==> src/rtl/rns_convertor_iter.sv <==
// rtl/rns_convertor_iter.sv - iterative int<->RNS convertor for moduli {2^N-1, 2^N, 2^N+1}; define RNS_SAT_OVF_EN to saturate reverse overflow
module rns_convertor_iter #(
    parameter int N      = 22,
    parameter int DATA_W = 64
) (
    input  logic              clk,
    input  logic              reset,
    input  logic              in_valid,
    output logic              in_ready,
    input  logic              in_mode,
    input  logic [DATA_W-1:0] in_int,
    input  logic [3*N:0]      in_rns,
    output logic              out_valid,
    input  logic              out_ready,
    output logic              out_mode,
    output logic [3*N:0]      out_rns,
    output logic [DATA_W-1:0] out_int,
    output logic              out_ovf
);
    localparam int K  = (DATA_W + N - 1) / N;
    localparam int KN = K * N;
    localparam int CW = $clog2(K + 1);
    localparam logic [N-1:0]   M0     = {N{1'b1}};
    localparam logic [N:0]     M2     = {1'b1, {(N-1){1'b0}}, 1'b1};
    localparam logic [3*N-1:0] M_VAL  = {{(2*N){1'b1}}, {N{1'b0}}};
    localparam logic [3*N-1:0] M_HALF = {1'b0, {(2*N){1'b1}}, {(N-1){1'b0}}};
`ifndef RNS_SAT_OVF_EN
    localparam logic [DATA_W-1:0] M_LO = M_VAL[DATA_W-1:0];
`endif

    typedef enum logic [2:0] {
        S_IDLE, S_FOLD, S_MRC1, S_MRC2, S_MRC3, S_FIX, S_DONE
    } state_t;

    state_t            state_q, state_d;
    logic              in_ready_q, in_ready_d;
    logic              mode_q, mode_d;
    logic              neg_q, neg_d;
    logic [KN-1:0]     mag_q, mag_d;
    logic [CW-1:0]     cnt_q, cnt_d;
    logic [N-1:0]      acc0_q, acc0_d;
    logic [N:0]        acc2_q, acc2_d;
    logic [N-1:0]      r1_q, r1_d;
    logic [N:0]        b_q, b_d;
    logic [N-1:0]      c_q, c_d;
    logic [3*N-1:0]    x_q, x_d;
    logic              out_valid_q, out_valid_d;
    logic              out_mode_q, out_mode_d;
    logic [3*N:0]      out_rns_q, out_rns_d;
    logic [DATA_W-1:0] out_int_q, out_int_d;
`ifdef RNS_SAT_OVF_EN
    logic              out_ovf_q, out_ovf_d;
    logic [3*N:0]      s_val;
    logic [3*N-DATA_W+1:0] s_hi;
`endif

    logic [DATA_W-1:0] mag_in;
    logic [KN-1:0]     mag_full;
    logic [N-1:0]      cap_r0;
    logic [N:0]        cap_r2;
    logic [N-1:0]      chunk;
    logic [N+1:0]      sum2;
    logic [N-1:0]      bm, t_c, rot_c, fr0;
    logic [2*N-1:0]    hi_x;

    // one's-complement add: sum modulo 2^N-1 with end-around carry
    function automatic logic [N-1:0] eac_add(input logic [N-1:0] a, input logic [N-1:0] b);
        logic [N:0] s;
        s = {1'b0, a} + {1'b0, b};
        return s[N-1:0] + {{(N-1){1'b0}}, s[N]};
    endfunction

    // next-state, datapath and registered-output computation
    always_comb begin
        state_d     = state_q;
        mode_d      = mode_q;
        neg_d       = neg_q;
        mag_d       = mag_q;
        cnt_d       = cnt_q;
        acc0_d      = acc0_q;
        acc2_d      = acc2_q;
        r1_d        = r1_q;
        b_d         = b_q;
        c_d         = c_q;
        x_d         = x_q;
        out_valid_d = out_valid_q;
        out_mode_d  = out_mode_q;
        out_rns_d   = out_rns_q;
        out_int_d   = out_int_q;
`ifdef RNS_SAT_OVF_EN
        out_ovf_d   = out_ovf_q;
        s_val       = '0;
        s_hi        = '0;
`endif
        mag_in   = in_int[DATA_W-1] ? (~in_int + DATA_W'(1)) : in_int;
        mag_full = KN'(mag_in);
        cap_r0   = (in_rns[N-1:0] == M0) ? '0 : in_rns[N-1:0];
        cap_r2   = (in_rns[3*N:2*N] > M2) ? (in_rns[3*N:2*N] - M2) : in_rns[3*N:2*N];
        chunk    = mag_q[N-1:0];
        sum2     = '0;
        bm       = '0;
        t_c      = '0;
        rot_c    = '0;
        fr0      = (acc0_q == M0) ? '0 : acc0_q;
        hi_x     = '0;

        case (state_q)
            S_IDLE: begin
                if (in_valid && in_ready_q) begin
                    mode_d = in_mode;
                    cnt_d  = '0;
                    if (in_mode) begin
                        neg_d   = 1'b0;
                        acc0_d  = cap_r0;
                        r1_d    = in_rns[2*N-1:N];
                        acc2_d  = cap_r2;
                        state_d = S_MRC1;
                    end else begin
                        neg_d   = in_int[DATA_W-1];
                        mag_d   = mag_full;
                        r1_d    = mag_full[N-1:0];
                        acc0_d  = '0;
                        acc2_d  = '0;
                        state_d = S_FOLD;
                    end
                end
            end
            S_FOLD: begin
                acc0_d = eac_add(acc0_q, chunk);
                // 2^N == -1 mod 2^N+1, so odd chunks subtract
                if (cnt_q[0]) begin
                    sum2 = {1'b0, acc2_q} - {2'b0, chunk};
                    if (sum2[N+1]) sum2 = sum2 + {1'b0, M2};
                end else begin
                    sum2 = {1'b0, acc2_q} + {2'b0, chunk};
                    if (sum2 >= {1'b0, M2}) sum2 = sum2 - {1'b0, M2};
                end
                acc2_d = sum2[N:0];
                mag_d  = mag_q >> N;
                cnt_d  = cnt_q + CW'(1);
                if (cnt_q == CW'(K - 1)) state_d = S_FIX;
            end
            S_MRC1: begin
                // b = (r1 - r2) mod 2^N+1, i.e. (r2 - r1) * (2^N)^-1
                sum2 = {2'b0, r1_q} - {1'b0, acc2_q};
                if (sum2[N+1]) sum2 = sum2 + {1'b0, M2};
                b_d     = sum2[N:0];
                state_d = S_MRC2;
            end
            S_MRC2: begin
                // c = (r0 - r1 - b) * 2^(N-1) mod 2^N-1; the multiply is a right rotate
                bm    = b_q[N-1:0] + {{(N-1){1'b0}}, b_q[N]};
                t_c   = eac_add(eac_add(acc0_q, ~r1_q), ~bm);
                rot_c = {t_c[0], t_c[N-1:1]};
                c_d   = (rot_c == M0) ? '0 : rot_c;
                state_d = S_MRC3;
            end
            S_MRC3: begin
                // X = r1 + 2^N * (b + c*(2^N+1)); the bracket is below 2^2N
                hi_x    = (2*N)'(b_q) + (2*N)'(c_q) + {c_q, {N{1'b0}}};
                x_d     = {hi_x, r1_q};
                state_d = S_FIX;
            end
            S_FIX: begin
                out_valid_d = 1'b1;
                out_mode_d  = mode_q;
                if (mode_q) begin
                    out_rns_d = '0;
`ifdef RNS_SAT_OVF_EN
                    s_val = (x_q >= M_HALF) ? ({1'b0, x_q} - {1'b0, M_VAL}) : {1'b0, x_q};
                    s_hi  = s_val[3*N:DATA_W-1];
                    if ((&s_hi) || !(|s_hi)) begin
                        out_int_d = s_val[DATA_W-1:0];
                        out_ovf_d = 1'b0;
                    end else begin
                        out_int_d = {s_val[3*N], {(DATA_W-1){~s_val[3*N]}}};
                        out_ovf_d = 1'b1;
                    end
`else
                    out_int_d = (x_q >= M_HALF) ? (x_q[DATA_W-1:0] - M_LO) : x_q[DATA_W-1:0];
`endif
                end else begin
                    out_int_d = '0;
`ifdef RNS_SAT_OVF_EN
                    out_ovf_d = 1'b0;
`endif
                    if (neg_q)
                        out_rns_d = {(acc2_q == '0) ? acc2_q : (M2 - acc2_q),
                                     -r1_q,
                                     (fr0 == '0) ? fr0 : (M0 - fr0)};
                    else
                        out_rns_d = {acc2_q, r1_q, fr0};
                end
                state_d = S_DONE;
            end
            S_DONE: begin
                if (out_ready) begin
                    out_valid_d = 1'b0;
                    state_d     = S_IDLE;
                end
            end
            default: state_d = S_IDLE;
        endcase
        in_ready_d = (state_d == S_IDLE);
    end

    // state and output registers with synchronous reset
    always_ff @(posedge clk) begin
        if (reset) begin
            state_q     <= S_IDLE;
            in_ready_q  <= 1'b0;
            mode_q      <= 1'b0;
            neg_q       <= 1'b0;
            mag_q       <= '0;
            cnt_q       <= '0;
            acc0_q      <= '0;
            acc2_q      <= '0;
            r1_q        <= '0;
            b_q         <= '0;
            c_q         <= '0;
            x_q         <= '0;
            out_valid_q <= 1'b0;
            out_mode_q  <= 1'b0;
            out_rns_q   <= '0;
            out_int_q   <= '0;
`ifdef RNS_SAT_OVF_EN
            out_ovf_q   <= 1'b0;
`endif
        end else begin
            state_q     <= state_d;
            in_ready_q  <= in_ready_d;
            mode_q      <= mode_d;
            neg_q       <= neg_d;
            mag_q       <= mag_d;
            cnt_q       <= cnt_d;
            acc0_q      <= acc0_d;
            acc2_q      <= acc2_d;
            r1_q        <= r1_d;
            b_q         <= b_d;
            c_q         <= c_d;
            x_q         <= x_d;
            out_valid_q <= out_valid_d;
            out_mode_q  <= out_mode_d;
            out_rns_q   <= out_rns_d;
            out_int_q   <= out_int_d;
`ifdef RNS_SAT_OVF_EN
            out_ovf_q   <= out_ovf_d;
`endif
        end
    end

    assign in_ready  = in_ready_q;
    assign out_valid = out_valid_q;
    assign out_mode  = out_mode_q;
    assign out_rns   = out_rns_q;
    assign out_int   = out_int_q;
`ifdef RNS_SAT_OVF_EN
    assign out_ovf   = out_ovf_q;
`else
    assign out_ovf   = 1'b0;
`endif
endmodule

==> config.mk <==
export PLATFORM = sky130hd
export DESIGN_NAME = rns_convertor_iter
export DESIGN_NICKNAME = d
export VERILOG_FILES = /design/src/rtl/rns_convertor_iter.sv
export SDC_FILE = /design/constraint.sdc
export NUM_CORES = 1
export LEC_CHECK = 0
export BUFFER_PORTS_ARGS = -buffer_cell sky130_fd_sc_hd__clkbuf_2
export CORE_UTILIZATION = 66
export DETAILED_ROUTE_END_ITERATION = 10
export PLACE_DENSITY = 0.95
export RECOVER_POWER = 25
export SLEW_MARGIN = 5
export SYNTH_ARGS = -nofsm -noshare
export SYNTH_HDL_FRONTEND = slang
export SYNTH_SLANG_ARGS = --single-unit
export TNS_END_PERCENT = 100
==> constraint.sdc <==
create_clock -name clk -period 15.95 [get_ports clk]
set_clock_uncertainty 0.05 [all_clocks]
set_input_delay 0.7975 -clock clk [delete_from_list [all_inputs] [get_ports clk]]
set_output_delay 0.7975 -clock clk [all_outputs]
set_load 0.05 [all_outputs]
==> flow_summary_export.csv, run 1 <==
group,metric,value,unit
run_status,status,"finished, violations left",
run_status,violations,"max-capacitance violations, max-slew violations",
setup_path,startpoint_type,"flop",
logic_synthesis,yosysSeqAreaShare,26.23,%
logic_synthesis,yosys.area.top_type,"dfxtp_1",
logic_synthesis,synth_top_family_by_area,"compound AO/OA/AOI/OAI gates",
clock_network,root_buffer,"clkbuf_16",
logic_synthesis,synth-edff-count,0,
logic_synthesis,synth_fa_ha_area_share,7.928,%
timing,setup-violations-final,0,
route,drtPass1Iterations,7,
logic_synthesis,synthSimpleGateAreaFrac,23.27,%
logic_synthesis,synth_top_area_share,26.23,%
clock_network,path_clk_slew,60,ps
power,combPwrFrac,62.5,%
timing,min_period_over_period,65.46,%
setup_path,cp.arrival,10800,ps
route,wirelength,102.3,mm
logic_synthesis,syn-cell-area,0.02923,sq mm
die,placementRows,76,
cells_and_area,antennaDiodeCount,0,
logic_synthesis,synthFlopType,"dfxtp_1",
cells_and_area,area_growth,9.628,%
timing,final_hold_viol_count,0,
timing,slew_headroom,-8.466,%
timing,rsz0062_at_grt,"no",
logic_synthesis,yosysUniqueCellTypes,88,
setup_path,worstPathRequired,16300,ps
global_routing,top_usage_layer,"met2",
global_routing,met1_usage,56.91,%
timing,whs,405.0,ps
route,drt-wirelength-per-cell,21.99,microns
setup_path,crit_fanout,20,
logic_synthesis,ys_seq_elements,383,
route,dr_total_vias,30640,
global_routing,grt_max_degree,131,
die,die-area,0.04513,sq mm
clock_network,cts-htree-levels,2,
logic_synthesis,async_flop_share,0,%
power,power,5756,uW
global_routing,grt_util_met2,66.70,%
logic_synthesis,syn_nets,4222,
cells_and_area,drive_gt1_share,7.306,%
clock_network,cts_buffer_depth,3,
clock_network,postCtsSetupRepairBufs,0,
placement,gp_congestion,1.029,
logic_synthesis,yosysWarnings,0,
clock_network,cts.sinks,383,
power,p_per_area,179.7,mW/mm^2
placement,io_buffers,269,
timing,worst-slew-pin-transition,1627,ps
global_routing,track_usage,44.11,%
clock_network,cts_inserted_buffers,42,
logic_synthesis,synthMuxAreaShare,0.6336,%
power,pwr-share-clk,17.9,%
global_routing,overflow,0,
flow_run,cap_violations,1,
setup_path,crit_path_frequent_cell,"ha_1",
global_routing,antenna_found_initial,0,
cells_and_area,utilization,73.89,%
global_routing,grt_pass1_vias,27780,
power,pwr-share-seq,19.6,%
clock_network,ctsResizeCount,0,
logic_synthesis,syn_inst,3905,
timing,finalWorstPathRequiredPeriod,10440,ps
setup_path,crit_path_end_kind,"flop",
die,die_h,212.4,microns
logic_synthesis,synthXorXnorAreaFrac,13.51,%
power,intPower,2934,uW
power,p_leak,0.01215,uW
logic_synthesis,synth_compound_area_share,23.56,%
timing,max_clock_freq,0.09577,GHz
setup_path,critical_path_class,"flop to flop",
route,drt_iter0_markers,4140,
cells_and_area,final_nets,4355,
die,start_util,67.40,%
route,drc,0,
power,p_switching,2822,uW
logic_synthesis,ys_top_cells_by_area,"dfxtp_1 26%, xnor2_1 8.8%, ha_1 7.4%, nand2_1 5.7%, nor2_1 5.2%",
placement,hpwl,77.91,mm
power,max-vdd-ir-drop,0.0001531,V
global_routing,grt_use_met3,11.71,%
clock_network,cts_tree,"built",
route,via_per_inst,6.589,
clock_network,hold_buffers,0,
timing,fin_setup_tns,0,ps
power,p_sw_share,49.03,%
hold_path,hold_class,"flop to flop",
route,antenna_left,0,
logic_synthesis,syn_area_per_cell,7.484,sq um
setup_path,worst_path_largest_cell_delay,900,ps
timing,finalMaxSlewViolations,34,
setup_path,cpMaxStageDelayCell,"o31ai_2",
die,die_x,212.4,microns
global_routing,grt_pass1_wl,155.2,mm
clock_network,clock_latency,590,ps
die,core_area,0.04336,sq mm
die,io_pins,271,
-- placed cells by master, fill, tap and decap left out, types with 103 or more instances in the layout --
cell,Yosys,routed
xor2_1,157,157
xnor2_1,292,292
nand3_1,134,134
dfxtp_1,383,383
a21oi_1,304,304
inv_1,165,165
clkbuf_2,0,142
ha_1,174,174
nand2_1,447,447
a211oi_1,103,103
nor2_1,407,399
clkbuf_1,187,131
o21ai_0,188,188
-- cell type report --
class / instances / area (sq um)
flip-flops and latches: 383 / 7667
well taps: 585 / 732.0
inverters: 166 / 623.1
repair buffers: 297 / 1409
fillers: 3460 / 11320
multi-input cells: 3148 / 20200
clock inverters: 20 / 277.8
clock buffers: 51 / 1136
-- critical path, delay by kind of cell (launching register included) --
kind	cells	cell delay [ps]
adders and majority gates	6	1560
and+or+nand+nor	14	3970
DFF	1	340
AOI/OAI and AO/OA	16	3820
buffers and inverters	2	220
xor gates and xnor gates	2	270
-- power by group through the flow --
stage	sequential, uW	clock (uW)	combinational [uW]
2_1_floorplan	1090	0	2620
3_3_place_gp	1130	0	3430
3_5_place_dp	1140	0	3450
4_1_cts	1120	1030	3470
5_1_grt	1130	1070	3870
6_report	1130	1030	3600
-- registers in the layout, indices dropped and copies added, names as in the netlist --
name,cells
mode_q,1
neg_q,1
state_q,3
cnt_q,2
out_valid,1
in_ready,1
b_q,23
c_q,22
acc0_q,22
out_int,64
x_q,66
out_rns,67
r1_q,22
acc2_q,23
mag_q,64
out_mode,1
-- synth_stat cells (63+ instances only) --
master and instances:
nor2_1 407, a22oi_1 94, inv_1 165, nand2_1 447
nor3_1 98, a21oi_1 304, ha_1 174, dfxtp_1 383
xnor2_1 292, o21ai_0 188, a211oi_1 103, nand3_1 134
clkbuf_1 187, nand4_1 63, xor2_1 157
-- final timing paths --
| kind | startpoint | endpoint | slack (ps) | cells past startpoint |
|---|---|---|---|---|
| max | r1_q[0] | c_q[6] | 5510 | 40 |
| min | out_int[54] | out_int[54] | 400 | 2 |
| max reg2reg | r1_q[0] | c_q[6] | 5510 | 40 |
| min reg2reg | out_int[54] | out_int[54] | 400 | 2 |
-- stage by stage --
step / cells / setup slack, ps / area [sq um]
3_3_place_gp: 4579 / 5962 / 30780
2_1_floorplan: 3905 / 7250 / 29230
5_1_grt: 4650 / 4881 / 32040
3_5_place_dp: 4579 / 5721 / 30780
4_1_cts: 4650 / 5689 / 32200
6_report: 4650 / 5508 / 32040
-- cells by family after synthesis --
kind of cell,Yosys count
muxes,18
other,1
AOI/OAI and AO/OA,1050
DFF,383
xor gates and xnor gates,450
and+or+nand+nor,1448
adders and majority gates,181
buffers and inverters,374
-- per-layer routing --
metal  vias to the layer above  share of wire, %
li1                      14230                 -
met1                     14140                39
met2                      1922                42
met3                       347                13
met4                         0               5.9
met5                         -                 0
Power figures use the tool's default switching activity.
==> run 2: changes to the inputs <==
--- a/config.mk
+++ b/config.mk
@@ -6,9 +6,9 @@
 export NUM_CORES = 1
 export LEC_CHECK = 0
 export BUFFER_PORTS_ARGS = -buffer_cell sky130_fd_sc_hd__clkbuf_2
-export CORE_UTILIZATION = 66
+export CORE_UTILIZATION = 55
 export DETAILED_ROUTE_END_ITERATION = 10
-export PLACE_DENSITY = 0.95
+export PLACE_DENSITY = 0.88
 export RECOVER_POWER = 25
 export SLEW_MARGIN = 5
 export SYNTH_ARGS = -nofsm -noshare
==> constraint.sdc (replaced) <==
create_clock -name clk -period 9.3 [get_ports clk]
set_clock_uncertainty 0.05 [all_clocks]
set_input_delay 0.465 -clock clk [delete_from_list [all_inputs] [get_ports clk]]
set_output_delay 0.465 -clock clk [all_outputs]
set_load 0.05 [all_outputs]
==> flow_summary_export.csv, run 2 (synthesis results as in run 1) <==
group,metric,value,unit
setup_path,worstPathRequired,9690,ps
power,p_leak,0.01228,uW
clock_network,cts-htree-levels,2,
route,drc,0,
flow_run,cap_violations,2,
timing,setup-violations-final,0,
timing,slew_headroom,-262.9,%
setup_path,crit_path_end_kind,"flop",
placement,hpwl,74.96,mm
timing,finalMaxSlewViolations,197,
clock_network,path_clk_slew,60,ps
global_routing,track_usage,35.12,%
setup_path,cp.arrival,9360,ps
route,via_per_inst,6.306,
hold_path,min_path_cells,3,
cells_and_area,multiInputGateArea,0.02034,sq mm
route,antenna_left,0,
setup_path,cpMaxStageDelayCell,"or4_4",
run_status,status,"finished, violations left",
setup_path,crit_family,"compound AO/OA/AOI/OAI gates",
cells_and_area,largest_register_ffs,67,
timing,finalWorstPathRequiredPeriod,8976,ps
route,drt_iter0_markers,3183,
placement,gp_congestion,1.043,
die,core_area,0.05255,sq mm
timing,worst-slew-pin-transition,5443,ps
die,die_h,232.5,microns
clock_network,cts_tree,"built",
setup_path,startpoint_type,"flop",
timing,whs,79.34,ps
placement,preCtsSetupSlack,167.2,ps
route,top_layer_used,"met4",
hold_path,hold_path_end,"acc0_q[16]",
route,dr_wl_met3,8.427,mm
setup_path,crit_cells,40,
route,wl_met2,44.64,mm
setup_path,r2r-start,"r1_q[2]",
cells_and_area,area_growth,11.11,%
global_routing,overflow,0,
clock_network,root_buffer,"clkbuf_16",
run_status,violations,"max-capacitance violations, max-slew violations",
power,max-vdd-ir-drop,0.0002632,V
route,drtPass1Iterations,7,
hold_path,hold_start,"in_rns[16]",
global_routing,grt_max_degree,110,
power,power,9846,uW
setup_path,reg2reg_depth,40,
die,io_pins,271,
timing,min_period_over_period,96.52,%
route,wirelength,99.13,mm
placement,io_buffers,269,
timing,max_clock_freq,0.1114,GHz
route,dr_total_vias,30210,
hold_path,hold_class,"input pin to flop",
global_routing,antenna_found_initial,0,
cells_and_area,fillers,4695,
setup_path,crit_path_frequent_cell,"ha_2",
setup_path,r2r_setup_slack,320,ps
clock_network,cts_inserted_buffers,42,
setup_path,crit_fanout,5,
cells_and_area,final_nets,4386,
clock_network,cts_buffer_depth,3,
clock_network,cts.sinks,383,
die,die_x,232.5,microns
global_routing,grt_pass1_wl,150.2,mm
cells_and_area,drive_gt1_share,8.537,%
cells_and_area,regArea,0.007667,sq mm
cells_and_area,mostFrequentLayoutCell,"nand2_1",
cells_and_area,final_cell_mix,"447 x nand2_1, 400 x nor2_1, 383 x dfxtp_1, 302 x a21oi_1, 291 x xnor2_1",
setup_path,worst-path-buf-inv,3,
setup_path,critical_path_class,"flop to flop",
setup_path,worst_path_largest_cell_delay,580,ps
clock_network,clock_latency,590,ps
power,p_per_area,303.2,mW/mm^2
route,drt-wirelength-per-cell,20.69,microns
die,start_util,55.62,%
die,placementRows,84,
setup_path,r2r_end,"c_q[8]",
clock_network,hold_buffers,0,
die,die-area,0.05407,sq mm
global_routing,grt_pass1_vias,27400,
route,wl_met1,38.06,mm
timing,final_hold_viol_count,0,
timing,setup_slack,323.8,ps
==> run 2: cell count changes in the layout (fill, tap and decap cells not counted), sizes merged <==
cell | previous run | this run
buf | 29 | 58
bufinv | 6 | 0
clkbuf | 319 | 333
diode | 0 | 2
inv | 169 | 167
==> run 2: layout make-up <==
cell class                      instances  share of cell area, %
Clock buffer                           63                  3.818
Inverter                              166                  1.919
Clock inverter                         12                 0.3121
Antenna cell                            2                0.01541
Multi-Input combinational cell       3148                  62.62
Sequential cell                       383                  23.61
Timing Repair Buffer                  328                  5.051
Tap cell                              688                  2.651
==> run 2: how the worst max path moves through the flow <==
stage / start / to
final: r1_q[2] / c_q[8]
after global routing: r1_q[0] / c_q[9]
after CTS: r1_q[0] / c_q[8]
after detailed placement: r1_q[0] / c_q[11]
after global placement: r1_q[0] / c_q[10]
after floorplan: r1_q[0] / c_q[10]
==> run 2: stage by stage <==
step           setup TNS (ps)  utilization, %  area [sq um]  std cells
6_report                    0           61.80         32470       4790
5_1_grt                -407.8           61.79         32470       4788
4_1_cts                     0           61.59         32360       4772
3_5_place_dp                0           59.04         31020       4697
3_3_place_gp                0           59.04         31020       4697
2_1_floorplan               0               -         29230       3905
==> run 2: tightest hold or removal path, delay by kind of cell <==
kind | cells | cell delay (ps)
buffers and inverters | 1 | 90
AOI/OAI and AO/OA | 1 | 60
and+or+nand+nor | 1 | 50
==> run 2: power breakdown <==
part,total [uW],internal (uW),switching (uW)
clock,1650,927,725
combinational,6270,2390,3880
sequential,1920,1740,185
total,9850,5060,4790
==> run 2: what timing repair did <==
item,4_1_cts,5_1_grt
resized for setup,0,46
buffers inserted,0,13
setup endpoints to repair,0,22
endpoints found under the hold margin,0,0
==> run 2: metal layers <==
| metal | up-vias | track usage (%) |
|---|---|---|
| met5 | - | 0 |
| met3 | 385 | 5.919 |
| met4 | 0 | 25.69 |
| met2 | 1475 | 56.18 |
| li1 | 14290 | - |
| met1 | 14060 | 42.42 |
